==> config.mk <==
export PLATFORM = sky130hd
export DESIGN_NAME = tlb_replacer_flat
export DESIGN_NICKNAME = d
export VERILOG_FILES = /design/src/rtl/tlb_replacer_pkg.sv /design/src/rtl/tlb_replacer_if.sv /design/src/rtl/tlb_replacer.sv /design/src/flat_wrapper.sv
export SDC_FILE = /design/constraint.sdc
export NUM_CORES = 1
export LEC_CHECK = 0
export CAP_MARGIN = 20
export CORE_ASPECT_RATIO = 1.25
export CORE_MARGIN = 4
export CORE_UTILIZATION = 49
export CTS_CLUSTER_SIZE = 24
export DETAILED_ROUTE_END_ITERATION = 16
export GPL_TIMING_DRIVEN = 0
export PLACE_DENSITY = 0.9
export SLEW_MARGIN = 25
export SYNTH_ARGS = -nofsm -noshare
export SYNTH_HDL_FRONTEND = slang
export SYNTH_SLANG_ARGS = --single-unit
export TNS_END_PERCENT = 5
==> constraint.sdc <==
create_clock -name clk -period 4.6 [get_ports clk]
set_clock_uncertainty 0.15 [all_clocks]
set_input_delay 0.46 -clock clk [delete_from_list [all_inputs] [get_ports clk]]
set_output_delay 0.46 -clock clk [all_outputs]
set_load 0.05 [all_outputs]
==> src/rtl/tlb_replacer_pkg.sv <==
// Shared Sv32 types for the TLB refill walker: widths, PTE layout, TLB entry and FSM encodings.
package tlb_replacer_pkg;

   localparam int VPN_W   = 20;
   localparam int PPN_W   = 22;
   localparam int PADDR_W = 34;
   localparam int PTE_W   = 32;

   localparam logic [1:0] ST_IDLE    = 2'd0;
   localparam logic [1:0] ST_READ_L1 = 2'd1;
   localparam logic [1:0] ST_READ_L0 = 2'd2;
   localparam logic [1:0] ST_WRITE   = 2'd3;

   // Field order fixes the PTE bit positions: V=0 R=1 W=2 X=3 U=4 G=5 A=6 D=7 PPN=31:10.
   typedef struct packed {
      logic [PPN_W-1:0] ppn;
      logic [1:0]       rsw;
      logic             d;
      logic             a;
      logic             g;
      logic             u;
      logic             x;
      logic             w;
      logic             r;
      logic             v;
   } pte_t;

   typedef struct packed {
      logic dirty;
      logic user;
      logic execute;
      logic write;
      logic read;
   } tlb_flags_t;

   typedef struct packed {
      logic             valid;
      logic             fault;
      logic [PPN_W-1:0] page_number;
      tlb_flags_t       flags;
   } tlb_entry_t;

   typedef struct packed {
      logic       descend;
      tlb_entry_t entry;
   } pte_result_t;

   function automatic pte_result_t check_pte(input pte_t pte, input logic level1,
                                             input logic [VPN_W-1:0] vpn);
      pte_result_t res;
      res             = '0;
      res.entry.valid = 1'b1;
      if (!pte.v || (!pte.r && pte.w)) begin
         res.entry.fault = 1'b1;
      end else if (!pte.r && !pte.x) begin
         if (level1) res.descend = 1'b1;
         else        res.entry.fault = 1'b1;
      end else if (!pte.a || (level1 && pte.ppn[9:0] != 10'd0)) begin
         res.entry.fault = 1'b1;
      end else begin
         res.entry.page_number = level1 ? {pte.ppn[21:10], vpn[9:0]} : pte.ppn;
         res.entry.flags       = '{dirty: pte.d, user: pte.u, execute: pte.x,
                                   write: pte.w, read: pte.r};
      end
      return res;
   endfunction

endpackage

==> src/rtl/tlb_replacer_if.sv <==
// Miss request, PTE memory read and TLB write port of the refill walker.
interface tlb_replacer_if;
   import tlb_replacer_pkg::*;

   logic               missValid;
   logic               missReady;
   logic [VPN_W-1:0]   missVirtualPageNumber;
   logic [PPN_W-1:0]   satpPageNumber;
   logic               memReadEnable;
   logic [PADDR_W-1:0] memAddr;
   logic               memReadDone;
   logic [PTE_W-1:0]   memReadValue;
   logic               tlbWriteEnable;
   logic [VPN_W-1:0]   tlbWriteKey;
   tlb_entry_t         tlbWriteValue;

   modport master (
      output missValid, missVirtualPageNumber, satpPageNumber, memReadDone, memReadValue,
      input  missReady, memReadEnable, memAddr, tlbWriteEnable, tlbWriteKey, tlbWriteValue
   );

   modport slave (
      input  missValid, missVirtualPageNumber, satpPageNumber, memReadDone, memReadValue,
      output missReady, memReadEnable, memAddr, tlbWriteEnable, tlbWriteKey, tlbWriteValue
   );
endinterface

==> src/rtl/tlb_replacer.sv <==
// Two-level Sv32 page-table walker: accepts a TLB miss, reads up to two PTEs and writes one entry.
//
// state      | meaning
// -----------+--------------------------------------------------
// ST_IDLE    | waiting for a miss, missReady=1
// ST_READ_L1 | reading the level-1 PTE from the root table
// ST_READ_L0 | reading the level-0 PTE from the pointed-to table
// ST_WRITE   | one-cycle TLB write pulse
module tlb_replacer
   import tlb_replacer_pkg::*;
(
   input  logic         clk,
   input  logic         rstN,
   tlb_replacer_if.slave bus
);

   logic [1:0]       state;
   logic [VPN_W-1:0] vpn_q;
   logic [PPN_W-1:0] root_q;
   logic [PPN_W-1:0] next_ppn_q;
   tlb_entry_t       entry_q;
   pte_result_t      pte_res;
   pte_t             pte_in;

   assign pte_in  = pte_t'(bus.memReadValue);
   assign pte_res = check_pte(pte_in, state == ST_READ_L1, vpn_q);

   always_ff @(posedge clk or negedge rstN) begin
      if (!rstN) begin
         state      <= ST_IDLE;
         vpn_q      <= '0;
         root_q     <= '0;
         next_ppn_q <= '0;
         entry_q    <= '0;
      end else begin
         case (state)
            ST_IDLE: begin
               if (bus.missValid) begin
                  vpn_q  <= bus.missVirtualPageNumber;
                  root_q <= bus.satpPageNumber;
                  state  <= ST_READ_L1;
               end
            end
            ST_READ_L1: begin
               if (bus.memReadDone) begin
                  if (pte_res.descend) begin
                     next_ppn_q <= pte_in.ppn;
                     state      <= ST_READ_L0;
                  end else begin
                     entry_q <= pte_res.entry;
                     state   <= ST_WRITE;
                  end
               end
            end
            ST_READ_L0: begin
               if (bus.memReadDone) begin
                  entry_q <= pte_res.entry;
                  state   <= ST_WRITE;
               end
            end
            default: state <= ST_IDLE;
         endcase
      end
   end

   assign bus.missReady      = (state == ST_IDLE);
   assign bus.memReadEnable  = (state == ST_READ_L1) || (state == ST_READ_L0);
   assign bus.tlbWriteEnable = (state == ST_WRITE);
   // Key/value are zeroed outside the write pulse so reset and idle look identical on the bus.
   assign bus.tlbWriteKey    = (state == ST_WRITE) ? vpn_q : '0;
   assign bus.tlbWriteValue  = (state == ST_WRITE) ? entry_q : '0;

   always_comb begin
      bus.memAddr = '0;
      case (state)
         ST_READ_L1: bus.memAddr = {root_q, vpn_q[19:10], 2'b00};
         ST_READ_L0: bus.memAddr = {next_ppn_q, vpn_q[9:0], 2'b00};
         default:    bus.memAddr = '0;
      endcase
   end

endmodule

==> src/flat_wrapper.sv <==
// flat-port wrapper written by rule: the top's interface ports become plain ports
module tlb_replacer_flat import tlb_replacer_pkg::*;
  (clk, rstN, bus_missValid, bus_missVirtualPageNumber, bus_satpPageNumber, bus_memReadDone, bus_memReadValue, bus_missReady, bus_memReadEnable, bus_memAddr, bus_tlbWriteEnable, bus_tlbWriteKey, bus_tlbWriteValue);
  tlb_replacer_if bus_i ();
  input  logic clk;
  input  logic rstN;
  input wire logic [$bits(bus_i.missValid)-1:0] bus_missValid;
  input wire logic [$bits(bus_i.missVirtualPageNumber)-1:0] bus_missVirtualPageNumber;
  input wire logic [$bits(bus_i.satpPageNumber)-1:0] bus_satpPageNumber;
  input wire logic [$bits(bus_i.memReadDone)-1:0] bus_memReadDone;
  input wire logic [$bits(bus_i.memReadValue)-1:0] bus_memReadValue;
  output wire logic [$bits(bus_i.missReady)-1:0] bus_missReady;
  output wire logic [$bits(bus_i.memReadEnable)-1:0] bus_memReadEnable;
  output wire logic [$bits(bus_i.memAddr)-1:0] bus_memAddr;
  output wire logic [$bits(bus_i.tlbWriteEnable)-1:0] bus_tlbWriteEnable;
  output wire logic [$bits(bus_i.tlbWriteKey)-1:0] bus_tlbWriteKey;
  output wire logic [$bits(bus_i.tlbWriteValue)-1:0] bus_tlbWriteValue;
  assign bus_i.missValid = bus_missValid;
  assign bus_i.missVirtualPageNumber = bus_missVirtualPageNumber;
  assign bus_i.satpPageNumber = bus_satpPageNumber;
  assign bus_i.memReadDone = bus_memReadDone;
  assign bus_i.memReadValue = bus_memReadValue;
  assign bus_missReady = bus_i.missReady;
  assign bus_memReadEnable = bus_i.memReadEnable;
  assign bus_memAddr = bus_i.memAddr;
  assign bus_tlbWriteEnable = bus_i.tlbWriteEnable;
  assign bus_tlbWriteKey = bus_i.tlbWriteKey;
  assign bus_tlbWriteValue = bus_i.tlbWriteValue;
  tlb_replacer u_core (.clk(clk), .rstN(rstN), .bus(bus_i));
endmodule
# After elaboration in Yosys (flattened, before gate mapping)
# Cells that the tools add are included.
totals:
  regBits: 95
op_classes:
  mux: 23
  n_eq_ne: 7
  reduce_logical: 17
ops:
  columns: ["cell", "count"]
  rows:
  - ["29-bit 2-to-1 mux", 4]
  - ["27-bit 2-to-1 mux", 3]
  - ["34-bit one-hot mux with 2 select lines", 1]
  - ["29-bit one-hot mux with 2 select lines", 1]
  - ["20-bit 2-to-1 mux", 1]
  - ["10-bit 2-to-1 mux", 1]
  - ["10-bit nonzero test", 1]
  - ["1-bit 2-to-1 mux", 8]
  - ["2-bit != test, second input constant", 4]
  - ["2-bit 2-to-1 mux", 3]
  - ["2-bit one-hot mux with 3 select lines", 1]
  - ["3-bit AND reduction", 2]
  - ["2-bit equality test, second input constant", 2]
  - ["1-bit zero test", 4]
  - ["4-bit AND reduction", 1]
  - ["1-bit logical AND", 3]
  - ["1-bit logical OR", 3]
  - ["2-bit by 1-bit equality test with 1-bit output, second input constant", 1]
  - ["2-bit zero test", 1]
  - ["2-bit AND reduction", 1]
  - ["2-bit nonzero test", 1]

# Logic depth before layout (Yosys ltp)
depth:
  word_depth: 9
  mapped_depth: 8
  ltp_nobuf: 6

# Least setup slack after synthesis
# Ideal clock, no wire load.
synth_path:
  kind: "reg2out"
  startpoint: "reg u_core.state[1]"
  endpoint: "out bus_memAddr[10]"
  arrival_time_ns: 2.085
  setup_slack_ns: 1.905
  n_path_buf: 2
  stages_incl_launch_ff: 7
  cell_sequence: "dfrtp_1 -> inv_1 -> ha_1 -> clkbuf_1 -> clkbuf_1 -> a22oi_1 -> nor2b_1"
synth_via:
  elab_chain_len: 2
  elab_cells_between_ends: 3
  classes_between: "2 x eq/ne; 1 x mux"
synth_rtl:
  columns: ["element", "line_no", "rtl"]
  rows:
  - ["from (decl)", "tlb_replacer.sv:17", "logic [1:0] state;"]
  - ["from (signal assigned)", "tlb_replacer.sv:30", "state <= ST_IDLE;"]
  - ["from (signal assigned)", "tlb_replacer.sv:41", "state <= ST_READ_L1;"]
  - ["from (signal assigned)", "tlb_replacer.sv:48", "state <= ST_READ_L0;"]
  - ["2-bit equality test / 2-bit by 1-bit equality test with 1-bit output (equally long branches)", "tlb_replacer.sv:75", "case (state)"]
  - ["34-bit one-hot mux with 2 select lines *", "tlb_replacer.sv:75", null]
  - ["to (decl)", "flat_wrapper.sv:14", "output wire logic [$bits(bus_i.memAddr)-1:0] bus_memAddr;"]
# Mark *: on every way between the ends. The rest lies on a longest branch, timed or not.

# Worst setup path in the final report
layout_path:
  startpoint: "reg u_core.state[1]"
  endpoint: "out bus_memAddr[25]"
# The elaborated chain is that of the path after synthesis.

==> reports/qor.csv <==
metric;value;unit
ff2ff_path_depth;6;
synth-main-ff-cell;dfrtp_1;
wire_length_of_the_first_global_routing_pass;21000;um
grt_antenna_before_repair;0;
numClockSinks;95;
asyncSetResetFlopFracSynth;1.00;
final_hold_viol_count;0;
worst_setup_path_end_kind;output port;
yosysTopAreaCellShare;0.519;
clk_root_buffer_cell;clkbuf_16;
routedWlPerCell;20.4;um
worst_setup_hold_path_clk_slew;0.06;ns
least_margin_pin_slew;0.662;ns
worst_hold_path.endpoint;u_core.entry_q[28];
cell_by_cell_listing_of_the_critical_path;inv_1, ha_1, clkbuf_1, buf_1, a22oi_1, nor2b_1, clkdlybuf4s50_1;
synth_seq_area_share;0.519;
dr.max_layer_used;met4;
post_dp_cell_area;0.00635;sq mm
grt_overflow;0;
setup-tns-final;0;ns
worst-setup-path-type;reg -> out;
critical_path.reg2reg.startpoint;u_core.state[1];
antenna_left;0;
final_instance_count_excl_fillers;672;
timing.final.ws_setup;1.01;ns
num-fill-cells;600;
grt_setup_unrepaired;false;
grt_pass1_vias;3889;
cts-resized-gates;0;
period_minus_slack;3.59;ns
dp_worst_setup_slack;1.38;ns
vias;3679;
rows;39;
worst_r2r_endpoint;u_core.entry_q[8];
timing.hold.worst_path_depth;1;
placed_cells;656;
tightest_hold_check_type;reg -> reg;
critPathArrivalTime;2.98;ns
synth_top_cell_by_area;dfrtp_1;
insertion_delay;0.33;ns
synthMostInstantiatedCell;dfrtp_1;
edff_count_synth;0;
clk_path_buf_depth;2;
irDropWorstVdd;0.524;mV
regToRegSetupSlack;2.27;ns
total_leakage_power;0.00281;uW
wl_met2;7230;um
route.detailed.vias_per_inst;5.47;
met1_length;5220;um
synth_top_cells_by_area;dfrtp_1 52%, mux2_2 18%, and2_1 6.7%;
initial_core_util;0.502;
cp-start-kind;flip-flop;
gr-usage-all-layers;0.255;
synthDistinctLibCells;28;
cts_made_buffers;9;
yosysWarnings;0;
crit_fanout;10;
die_h;116;um
postCtsSetupBuffers;0;
drt-pass1-iter-count;4;
status;completed;
yosys-top-cells-count;95 x dfrtp_1, 75 x mux2_2, 49 x and2_1;
route.detailed.drc;0;
grt_start_max_net_pins;62;
first_iter_violations;231;
setup_violations;0;
max_stage_delay;0.82;ns
chipWidth;94.5;um
syn_area_per_cell;12.3;sq um
met3_length;672;um
worst_path_required_time;3.99;ns
drv.max_cap_violation_count;0;
highest_achievable_clock_rate;278;MHz
synthesized_instance_count;373;
port_buffers;158;
design_area;0.00671;sq mm
cts_tree;yes;
detailed_place_hpwl;10400;um
finalNetCount;627;
antenna_cells_inserted;0;
timing.max_slew.rel_slack;0.559;
htree_levels;3;
finalWirelength;13700;um
top_level_ports;164;
core_area;0.00913;sq mm
routabilityCongestion;0.861;
syn-cell-area;0.00458;sq mm
ys_seq_elements;95;
power-per-cell-area;718;mW/mm^2
finalCritPeriodShare;0.781;
dieArea;0.0110;sq mm
min_from;u_core.entry_q[28];
area_growth_syn_to_layout;46.4;%
drive_above_1_share;0.189;
worst_path_max_delay_cell;clkdlybuf4s50_1;
timing_max_transition_violations_final;0;
[worst max-delay path: cells and delay by family, from the launching register on]
family,cells,cell delay (ns)
AO/OA/AOI/OAI,1,0.18
adder cells (fa/ha/maj),1,0.15
buffers and inverters,4,1.76
flip-flops,1,0.41
AND/OR/NAND/NOR,1,0.16
[placed cells by master (no fill, tap or decap), types with 3 or more instances in the layout]
cell | netlist | final
dfrtp_1 | 95 | 95
nor2b_1 | 32 | 32
nor2_1 | 4 | 4
bufinv_16 | 0 | 3
buf_2 | 4 | 4
ha_1 | 4 | 4
clkbuf_16 | 0 | 9
inv_1 | 6 | 6
buf_4 | 3 | 3
and2_1 | 49 | 49
a22o_1 | 26 | 26
clkdlybuf4s50_1 | 0 | 157
mux2_2 | 75 | 75
a22oi_1 | 32 | 32
buf_1 | 5 | 5
clkbuf_1 | 16 | 17
buf_6 | 2 | 3
[layer usage]
metal,vias to the layer above,global-route usage
met1,1844,0.304
met2,138,0.450
met3,34,0.0406
met4,0,0.122
li1,1663,-
met5,-,0
[final cells by class]
class	count	area, sq um	share of cell area
plain buffers	30	144	0.0215
clock buffers	12	256	0.0382
clock inverters	3	90.1	0.0134
inverters	6	22.5	0.00336
multi-input cells	243	2040	0.305
flip-flops and latches	95	2380	0.354
well taps	123	154	0.0229
repair buffers	160	1620	0.242
[how the worst max path moves through the flow]
| stage | from | end | slack [ns] |
|---|---|---|---|
| after floorplan | u_core.state[1] | bus_memAddr[10] | 1.91 |
| after global placement | rstN | u_core.entry_q[24] | -0.44 |
| after detailed placement | u_core.state[1] | bus_memAddr[25] | 1.38 |
| after CTS | u_core.state[1] | bus_memAddr[25] | 1.01 |
| after global routing | u_core.state[1] | bus_memAddr[16] | 0.82 |
| final | u_core.state[1] | bus_memAddr[25] | 1.01 |
[power breakdown]
group          switching, uW  internal [uW]
combinational           1510           1020
sequential               246           1180
clock                    304            558
total                   2060           2760
[logic make-up (layout without fill, tap and decap cells)]
group                      Yosys count  count (layout)  share of synthesized area
other                                1               2                   0.000818
AOI/OAI and AO/OA                   67              67                      0.115
adders and majority gates            4               4                     0.0109
buffers and inverters               36             211                     0.0363
and+or+nand+nor                     95              95                      0.134
muxes                               75              75                      0.184
DFF                                 95              95                      0.519
[metrics by stage]
| stage | hold slack (ns) | utilization | power, uW |
|---|---|---|---|
| 6_report | 0.318 | 0.735 | 4820 |
| 5_1_grt | 0.335 | 0.735 | 5030 |
| 4_1_cts | 0.317 | 0.735 | 4810 |
| 3_5_place_dp | 0.232 | 0.696 | 3930 |
| 3_3_place_gp | 0.297 | 0.693 | 3840 |
| 2_1_floorplan | 0.0144 | - | 3090 |
[sequential cells by signal (all words and copies together) (netlist names)]
name               flops
u_core.entry_q        29
u_core.next_ppn_q     22
u_core.root_q         22
u_core.vpn_q          20
u_core.state           2
[timing repair]
action / in CTS / in global routing
endpoints found under the hold margin: 34 / 0
hold buffers: 1 / 0
endpoints found under the setup margin: 0 / 0
Note: power is estimated with default switching activity, not from simulation.
